<file path="src/rtl/seq_alu_if.sv">
// Request/response bundle between operand muxing and the sequential ALU.
// Dbg_State mirrors the ALU FSM (0 = IDLE, 1 = SHIFT) for checkers.
interface seq_alu_if #(
  parameter int XLEN = 32
);
  // Handshake: a request is taken on a rising edge where Start=1 and Busy=0.
  // Done pulses for exactly one cycle; Result/Branch_Taken/Illegal are valid
  // then and hold until the following Done. A Start in the Done cycle is taken.
  logic            Start;
  logic [2:0]      ALU_Ctrl;
  logic            Sub;
  logic [2:0]      Funct3;
  logic            Funct7_5;
  logic [XLEN-1:0] Op_A;
  logic [XLEN-1:0] Op_B;
  logic [XLEN-1:0] Result;
  logic            Branch_Taken;
  logic            Illegal;
  logic            Busy;
  logic            Done;
  logic            Dbg_State;

  modport master (
    output Start, ALU_Ctrl, Sub, Funct3, Funct7_5, Op_A, Op_B,
    input  Result, Branch_Taken, Illegal, Busy, Done, Dbg_State
  );

  modport slave (
    input  Start, ALU_Ctrl, Sub, Funct3, Funct7_5, Op_A, Op_B,
    output Result, Branch_Taken, Illegal, Busy, Done, Dbg_State
  );
endinterface

</file>
<file path="src/rtl/seq_alu.sv">
// RV32I execution-stage ALU with registered result and Start/Done handshake.
// Define SEQ_ALU_FAST_SHIFT_EN for a single-cycle barrel shifter; default shifts one bit per cycle.
module seq_alu #(
  parameter int XLEN = 32
) (
  input  logic     CLK,
  input  logic     RST,
  seq_alu_if.slave bus
);

  logic [XLEN-1:0] result_q;
  logic            br_q;
  logic            ill_q;
  logic            done_q;

  logic [XLEN-1:0] res_d;
  logic            br_d;
  logic            ill_d;
  logic [4:0]      shamt;
  logic            lt_s;
  logic            lt_u;
  logic [XLEN-1:0] diff;

  assign shamt = bus.Op_B[4:0];
  assign lt_s  = $signed(bus.Op_A) < $signed(bus.Op_B);
  assign lt_u  = bus.Op_A < bus.Op_B;
  assign diff  = bus.Op_A - bus.Op_B;

`ifndef SEQ_ALU_FAST_SHIFT_EN
  typedef enum logic {IDLE = 1'b0, SHIFT = 1'b1} state_t;

  state_t          state_q;
  logic            busy_q;
  logic [XLEN-1:0] work_q;
  logic [4:0]      cnt_q;
  logic            left_q;
  logic            arith_q;
  logic [XLEN-1:0] work_step;
  logic            shift_go_d;

  // sra feeds the sign bit back in; srl feeds zero.
  assign work_step = left_q ? {work_q[XLEN-2:0], 1'b0}
                            : {arith_q & work_q[XLEN-1], work_q[XLEN-1:1]};
`endif

  always_comb begin
    res_d = '0;
    br_d  = 1'b0;
    ill_d = 1'b0;
`ifndef SEQ_ALU_FAST_SHIFT_EN
    shift_go_d = 1'b0;
`endif
    case (bus.ALU_Ctrl)
      3'b000: res_d = bus.Sub ? diff : (bus.Op_A + bus.Op_B);
      3'b001: begin
        case (bus.Funct3)
          3'b010:  res_d = {{(XLEN-1){1'b0}}, lt_s};
          3'b011:  res_d = {{(XLEN-1){1'b0}}, lt_u};
          default: ill_d = 1'b1;
        endcase
      end
      3'b010: begin
        case (bus.Funct3)
          3'b100:  res_d = bus.Op_A ^ bus.Op_B;
          3'b110:  res_d = bus.Op_A | bus.Op_B;
          3'b111:  res_d = bus.Op_A & bus.Op_B;
          default: ill_d = 1'b1;
        endcase
      end
      3'b011: begin
        case (bus.Funct3)
`ifdef SEQ_ALU_FAST_SHIFT_EN
          3'b001:  res_d = bus.Op_A << shamt;
          3'b101:  res_d = bus.Funct7_5 ? XLEN'($signed(bus.Op_A) >>> shamt)
                                        : (bus.Op_A >> shamt);
`else
          // A zero shift completes at once with the operand unchanged.
          3'b001, 3'b101: begin
            res_d      = bus.Op_A;
            shift_go_d = (shamt != 5'd0);
          end
`endif
          default: ill_d = 1'b1;
        endcase
      end
      3'b100: begin
        res_d = diff;
        case (bus.Funct3)
          3'b000:  br_d = (bus.Op_A == bus.Op_B);
          3'b001:  br_d = (bus.Op_A != bus.Op_B);
          3'b100:  br_d = lt_s;
          3'b101:  br_d = !lt_s;
          3'b110:  br_d = lt_u;
          3'b111:  br_d = !lt_u;
          default: ill_d = 1'b1;
        endcase
      end
      default: ill_d = 1'b1;
    endcase
    if (ill_d) begin
      res_d = '0;
      br_d  = 1'b0;
    end
  end

`ifdef SEQ_ALU_FAST_SHIFT_EN
  always_ff @(posedge CLK or posedge RST) begin
    if (RST) begin
      result_q <= '0;
      br_q     <= 1'b0;
      ill_q    <= 1'b0;
      done_q   <= 1'b0;
    end else begin
      done_q <= bus.Start;
      if (bus.Start) begin
        result_q <= res_d;
        br_q     <= br_d;
        ill_q    <= ill_d;
      end
    end
  end

  assign bus.Busy      = 1'b0;
  assign bus.Dbg_State = 1'b0;
`else
  always_ff @(posedge CLK or posedge RST) begin
    if (RST) begin
      state_q  <= IDLE;
      result_q <= '0;
      br_q     <= 1'b0;
      ill_q    <= 1'b0;
      done_q   <= 1'b0;
      busy_q   <= 1'b0;
      work_q   <= '0;
      cnt_q    <= 5'd0;
      left_q   <= 1'b0;
      arith_q  <= 1'b0;
    end else begin
      done_q <= 1'b0;
      case (state_q)
        IDLE: begin
          if (bus.Start) begin
            if (shift_go_d) begin
              state_q <= SHIFT;
              busy_q  <= 1'b1;
              work_q  <= bus.Op_A;
              cnt_q   <= shamt;
              left_q  <= (bus.Funct3 == 3'b001);
              arith_q <= bus.Funct7_5;
            end else begin
              result_q <= res_d;
              br_q     <= br_d;
              ill_q    <= ill_d;
              done_q   <= 1'b1;
            end
          end
        end
        SHIFT: begin
          work_q <= work_step;
          cnt_q  <= cnt_q - 5'd1;
          if (cnt_q == 5'd1) begin
            state_q  <= IDLE;
            busy_q   <= 1'b0;
            done_q   <= 1'b1;
            result_q <= work_step;
            br_q     <= 1'b0;
            ill_q    <= 1'b0;
          end
        end
        default: state_q <= IDLE;
      endcase
    end
  end

  assign bus.Busy      = busy_q;
  assign bus.Dbg_State = (state_q == SHIFT);
`endif

  assign bus.Result       = result_q;
  assign bus.Branch_Taken = br_q;
  assign bus.Illegal      = ill_q;
  assign bus.Done         = done_q;

endmodule

</file>
<file path="src/flat_wrapper.sv">
// flat-port wrapper written by rule: the top's interface ports become plain ports
module seq_alu_flat 
#(
  parameter int XLEN = 32
)
  (CLK, RST, bus_Start, bus_ALU_Ctrl, bus_Sub, bus_Funct3, bus_Funct7_5, bus_Op_A, bus_Op_B, bus_Result, bus_Branch_Taken, bus_Illegal, bus_Busy, bus_Done, bus_Dbg_State);
  seq_alu_if #(.XLEN(XLEN)) bus_i ();
  input  logic CLK;
  input  logic RST;
  input wire logic [$bits(bus_i.Start)-1:0] bus_Start;
  input wire logic [$bits(bus_i.ALU_Ctrl)-1:0] bus_ALU_Ctrl;
  input wire logic [$bits(bus_i.Sub)-1:0] bus_Sub;
  input wire logic [$bits(bus_i.Funct3)-1:0] bus_Funct3;
  input wire logic [$bits(bus_i.Funct7_5)-1:0] bus_Funct7_5;
  input wire logic [$bits(bus_i.Op_A)-1:0] bus_Op_A;
  input wire logic [$bits(bus_i.Op_B)-1:0] bus_Op_B;
  output wire logic [$bits(bus_i.Result)-1:0] bus_Result;
  output wire logic [$bits(bus_i.Branch_Taken)-1:0] bus_Branch_Taken;
  output wire logic [$bits(bus_i.Illegal)-1:0] bus_Illegal;
  output wire logic [$bits(bus_i.Busy)-1:0] bus_Busy;
  output wire logic [$bits(bus_i.Done)-1:0] bus_Done;
  output wire logic [$bits(bus_i.Dbg_State)-1:0] bus_Dbg_State;
  assign bus_i.Start = bus_Start;
  assign bus_i.ALU_Ctrl = bus_ALU_Ctrl;
  assign bus_i.Sub = bus_Sub;
  assign bus_i.Funct3 = bus_Funct3;
  assign bus_i.Funct7_5 = bus_Funct7_5;
  assign bus_i.Op_A = bus_Op_A;
  assign bus_i.Op_B = bus_Op_B;
  assign bus_Result = bus_i.Result;
  assign bus_Branch_Taken = bus_i.Branch_Taken;
  assign bus_Illegal = bus_i.Illegal;
  assign bus_Busy = bus_i.Busy;
  assign bus_Done = bus_i.Done;
  assign bus_Dbg_State = bus_i.Dbg_State;
  seq_alu #(.XLEN(XLEN)) u_core (.CLK(CLK), .RST(RST), .bus(bus_i));
endmodule
</file>
<file path="config.mk">
export PLATFORM = sky130hd
export DESIGN_NAME = seq_alu_flat
export DESIGN_NICKNAME = d
export VERILOG_FILES = /design/src/rtl/seq_alu_if.sv /design/src/rtl/seq_alu.sv /design/src/flat_wrapper.sv
export SDC_FILE = /design/constraint.sdc
export NUM_CORES = 1
export LEC_CHECK = 0
export ABC_AREA = 1
export BUFFER_PORTS_ARGS = -buffer_cell sky130_fd_sc_hd__buf_2
export CAP_MARGIN = 20
export CORE_UTILIZATION = 45
export CTS_CLUSTER_SIZE = 28
export DETAILED_ROUTE_END_ITERATION = 12
export SLEW_MARGIN = 40
export SYNTH_ARGS = -nofsm -noshare
export SYNTH_HDL_FRONTEND = slang
export SYNTH_SLANG_ARGS = --single-unit
</file>
<file path="constraint.sdc">
create_clock -name CLK -period 5.4 [get_ports CLK]
set_input_delay 0.54 -clock CLK [delete_from_list [all_inputs] [get_ports CLK]]
set_output_delay 0.54 -clock CLK [all_outputs]
set_load 0.01 [all_outputs]
</file>
# == After elaboration in Yosys (flattened, before gate mapping) ==
# Index checks and enable logic that the tools add are counted.
# op_classes
add_sub_neg,3
magnitude_cmp,2
n_eq_ne,18
muxes,45
bitwise,5
reduce_logical,13
# ops
operator,count
$mux W32,9
$pmux W32 S5,1
$pmux W32 S2,2
$pmux W32 S3,1
$lt A32 B32 Y1,2
$add A32 B32 Y32,1
$and A32 B32 Y32,1
$eq A32 B32 Y1,1
$ne A32 B32 Y1,1
$or A32 B32 Y32,1
$sub A32 B32 Y32,1
$xor A32 B32 Y32,1
$mux W1,21
$eq A3 B3 Y1 const B,5
$eq A3 B2 Y1 const B,4
$pmux W1 S2,6
$mux W5,2
$pmux W5 S2,1
$reduce_and A3 Y1,3
$eq A3 B1 Y1 const B,2
$logic_not A3 Y1,2
$ne A2 B2 Y1 const B,3
$pmux W1 S6,1
$reduce_or A6 Y1,1
other kinds (11),13
# word_totals
reg_bits,76
inputBits,75
out_inout_bits,37
wordCells,96

# == Logic depth before layout (Yosys ltp) ==
# logic_depth
word_depth,8
depth_mapped,19
depth_no_buf,19

# == Least setup slack after synthesis ==
# Ideal clock, no wire load.
# synth_timing
path_kind,input -> register
from,input port bus_Op_B[0]
to,"register u_core.result_q[18], in the netlist u_core.bus.Result[18]"
setup_ns,0.077
arrival_ns,2.169
required_ns,5.323
slack_ns,3.154
cell_stages,15
path_buffers,0
path_cell_list,ha_1 -> fa_1 -> nand3_1 -> nand2_1 -> nand3_1 -> nand2_1 -> nand2_1 -> nand2_1 -> a21oi_1 -> inv_1 -> nand2_1 -> nand3_1 -> nand3_1 -> nand2_1 -> a21oi_1
# synth_via
elab_chain_cells,7
elab_cells_between_ends,13
classes_between,add/sub: 2; eq/ne: 1; mux: 8; reduce/logical: 2
# synth_lines
element,line,source
start: declaration,flat_wrapper.sv:16,input wire logic [$bits(bus_i.Op_B)-1:0] bus_Op_B;
$add A32 B32 Y32 or $sub A32 B32 Y32 (tied branches),"seq_alu.sv:54, seq_alu.sv:27",
$mux W32,seq_alu.sv:54,3'b000: res_d = bus.Sub ? diff : (bus.Op_A + bus.Op_B);
$pmux W32 S5,seq_alu.sv:53,case (bus.ALU_Ctrl)
$mux W32,seq_alu.sv:100,if (ill_d) begin
$mux W32,seq_alu.sv:143,if (shift_go_d) begin
$mux W32,seq_alu.sv:142,if (bus.Start) begin
$pmux W32 S2,seq_alu.sv:140,case (state_q)
end signal: assignment,seq_alu.sv:151,result_q <= res_d;
end signal: assignment,seq_alu.sv:165,result_q <= work_step;
end: declaration,seq_alu.sv:11,logic [XLEN-1:0] result_q;
# Several ways; a longest one is shown, not always the timed one. The select of a mux whose other input is x is not followed.
# A chain may end at the register's enable or synchronous reset.

# == Final worst setup path ==
# layout_timing
from,input port bus_ALU_Ctrl[2]
to,"register u_core.result_q[3], in the netlist u_core.bus.Result[3]"
# layout_via
elab_chain_cells,6
elab_cells_between_ends,14
classes_between,eq/ne: 5; mux: 7; reduce/logical: 2
# layout_lines
element,line,source
start: declaration,flat_wrapper.sv:11,input wire logic [$bits(bus_i.ALU_Ctrl)-1:0] bus_ALU_Ctrl;
"$eq A3 B3 Y1, or another cell as far along",seq_alu.sv:53,
$pmux W32 S5 or $pmux W1 S5 (tied branches),seq_alu.sv:53,
$mux W32,seq_alu.sv:100,
$mux W32,seq_alu.sv:143,
$mux W32,seq_alu.sv:142,
$pmux W32 S2,seq_alu.sv:140,
# Several ways; a longest one is shown, not always the timed one. The select of a mux whose other input is x is not followed.

==> results.ini <==
[synth]
yosysWarnings = 0
netlist_instances = 1752
ys.flop_type = dfrtp_1
avgSynthCellArea_um2 = 5.897
synthTopCellsByArea = dfrtp_1 18%, nand2_1 16%, ha_1 12%, inv_1 9.4%, nand3_1 7.6%
synth.ff_latch_count = 76
synth_area_leader_cell = dfrtp_1
synthTopCellsByCount = 448 x nand2_1, 260 x inv_1, 186 x nor2_1
synth_area_um2 = 10330
yosysMostFrequentCell = nand2_1
async_flop_share_pct = 100.0
synth.top_cell.area_share_pct = 18.41
synth_edf_count = 0
ys_types = 46
yosysSeqAreaShare_pct = 18.41
synthesis.nets = 1927

[sta]
drv_slew = 0
finalCritPeriodShare_pct = 54.85
worst_pin_slew_ps = 836.6
maxSlewHeadroom_pct = 44.17
finalHoldViolCount = 0
max_freq_ghz = 0.3376
setup_viol = 0
skew_ps = 4.035
setup_tns_ps = 0
period_minus_slack_ps = 2962
rsz0062_at_grt = false
hold_ws_ps = 363.6

[global_route]
grt_max_degree = 77
antenna_found_initial = 0
gr-total-overflow = 0
grt_pass1_wl_um = 65870
grt_util_all_layers_pct = 36.97
grt_pass1_vias = 11280

[placed_design]
place_congestion = 1.085
placed_area_um2 = 10990
hpwl_um = 34460
io_buffers = 111
dp_cells = 2088

[detailed_routing]
num_vias = 12010
drtIter0Drc = 1090
ant_nets = 0
route.detailed.drc = 0
first_pass_iters = 6
wl_um = 43640
post_drt_wl_per_cell_um = 20.75
viasPerCell = 5.711

[final_layout]
antenna_cells = 0
multiInputGateArea_um2 = 7023
fin_util_pct = 50.03
nets = 1989
regArea_um2 = 1902
drive_gt1_share_pct = 11.55
final_area_um2 = 11290
finalNonFillerCells = 2103
syn_to_final_growth_pct = 9.313
fillerInstances = 2465

[cts]
cts_tree = done
root_buffer = clkbuf_16
clock_latency_ps = 340
htreeDepth = 3
post-cts-setup-buffers = 0
postCtsHoldBufs = 0
numCtsBuffers = 9
clockBufferDepth = 2
clk_pin_slew_ps = 60
clkSinkCount = 76
cts_resized = 0

[floorplan]
start_util_pct = 45.77
dieWidth_um = 153.5
dieArea_um2 = 23570
pin_count = 112
num_rows = 55
coreArea_um2 = 22570
die_h_um = 153.5

[setup_path]
r2r_cells = 6
r2r_slack_ps = 2580
r2r-start = u_core.bus.Dbg_State
critPathKind = in -> reg
start_kind = primary input
r2r_end = u_core.bus.Result[31]
required_ps = 5650
path_max_fanout = 32
critical_path_arrival_ps = 3210
endpoint_kind = register

[power]
vdd_ir_drop_max_uv = 240.2
p_leak_nw = 6.056
p_per_area_nw_per_um2 = 311.6

[job]
drv_cap = 0

[min_path]
hp-class = in -> async

[outcome]
status = finished, final reports clean

## how the worst max path moves through the flow
stage	startpoint	cells after the start	slack, ps	endpoint
after detailed placement	bus_ALU_Ctrl[2]	10	2140	u_core.bus.Result[3]
after CTS	bus_ALU_Ctrl[2]	10	2480	u_core.bus.Result[3]
after global routing	bus_ALU_Ctrl[2]	12	2260	u_core.bus.Result[27]
final	bus_ALU_Ctrl[2]	10	2440	u_core.bus.Result[3]
after global placement	bus_ALU_Ctrl[2]	12	2250	u_core.bus.Result[31]
after floorplan	RST	1	2920	u_core.arith_q
## area by class of cell
| class | count | share of cell area (%) |
|---|---|---|
| Timing Repair Buffer | 120 | 5.551 |
| Tap cell | 285 | 3.158 |
| Clock buffer | 10 | 2.027 |
| Sequential cell | 76 | 16.84 |
| Inverter | 286 | 9.550 |
| Multi-Input combinational cell | 1321 | 62.19 |
| Clock inverter | 5 | 0.6869 |
## routing by layer
layer	up-vias	global-route usage (%)	wire length, um
met5	-	0	0
met4	0	21.81	2797
met3	114	4.171	2813
met2	540	60.35	19600
met1	5571	47.19	18430
li1	5786	-	-
## registers in the layout, indices dropped and copies added, names as in the netlist
signal and count:
u_core.arith_q 1, u_core.bus.Branch_Taken 1, u_core.bus.Busy 1, u_core.bus.Dbg_State 1, u_core.bus.Done 1, u_core.bus.Illegal 1, u_core.bus.Result 32, u_core.cnt_q 5
u_core.left_q 1, u_core.work_q 32
## cells in the final DEF (no fill, tap or decap), types with 3 or more instances in the layout
master	netlist	final
nor2_1	186	185
nand3_2	4	5
buf_4	13	8
a31oi_1	11	11
dfrtp_1	76	76
inv_1	260	259
nor4_1	4	4
o221ai_1	20	20
and3_1	3	3
nor3_1	14	13
o22ai_1	19	19
o21ai_0	90	90
inv_2	24	24
xor2_1	5	5
nand3_1	157	156
a21oi_1	148	148
ha_1	98	98
clkinv_2	1	4
a22oi_1	10	10
o2111ai_1	9	9
nor2_4	4	4
nand2_2	16	16
buf_2	31	111
o21bai_1	12	12
o21ai_1	12	12
a21oi_2	5	5
nand2_1	448	448
clkbuf_16	0	9
nand4_1	14	14
o211ai_1	4	4
nor2_2	9	10
## through the flow
step	setup WS [ps]	total power, mW
6_report	2438	3.519
5_1_grt	2260	3.784
4_1_cts	2484	3.494
3_5_place_dp	2143	2.852
3_3_place_gp	2255	2.834
2_1_floorplan	2922	2.232
## critical path, stage by stage
cell,delay [ps]
buf_2,120
inv_2,60
nand3_1,500
inv_1,590
o21ai_0,220
and3_1,190
inv_1,60
nor2_4,590
o21ai_1,150
a31oi_1,170
## where the power goes
group	internal (mW)	total, mW	leakage [nW]	switching (mW)
Sequential	0.847	1.02	0.935	0.172
Combinational	0.598	1.87	4.97	1.27
Clock	0.400	0.634	0.148	0.234
## logic make-up (layout without fill, tap and decap cells)
logic type,count (synthesis),count (layout),synth area share [%]
simple gates,872,872,36.02
buf+inv,355,421,13.79
compound gates,344,344,19.10
fa+ha+maj,100,100,12.26
flops,76,76,18.41
xor+xnor,5,5,0.4239
Power figures use the tool's default switching activity.
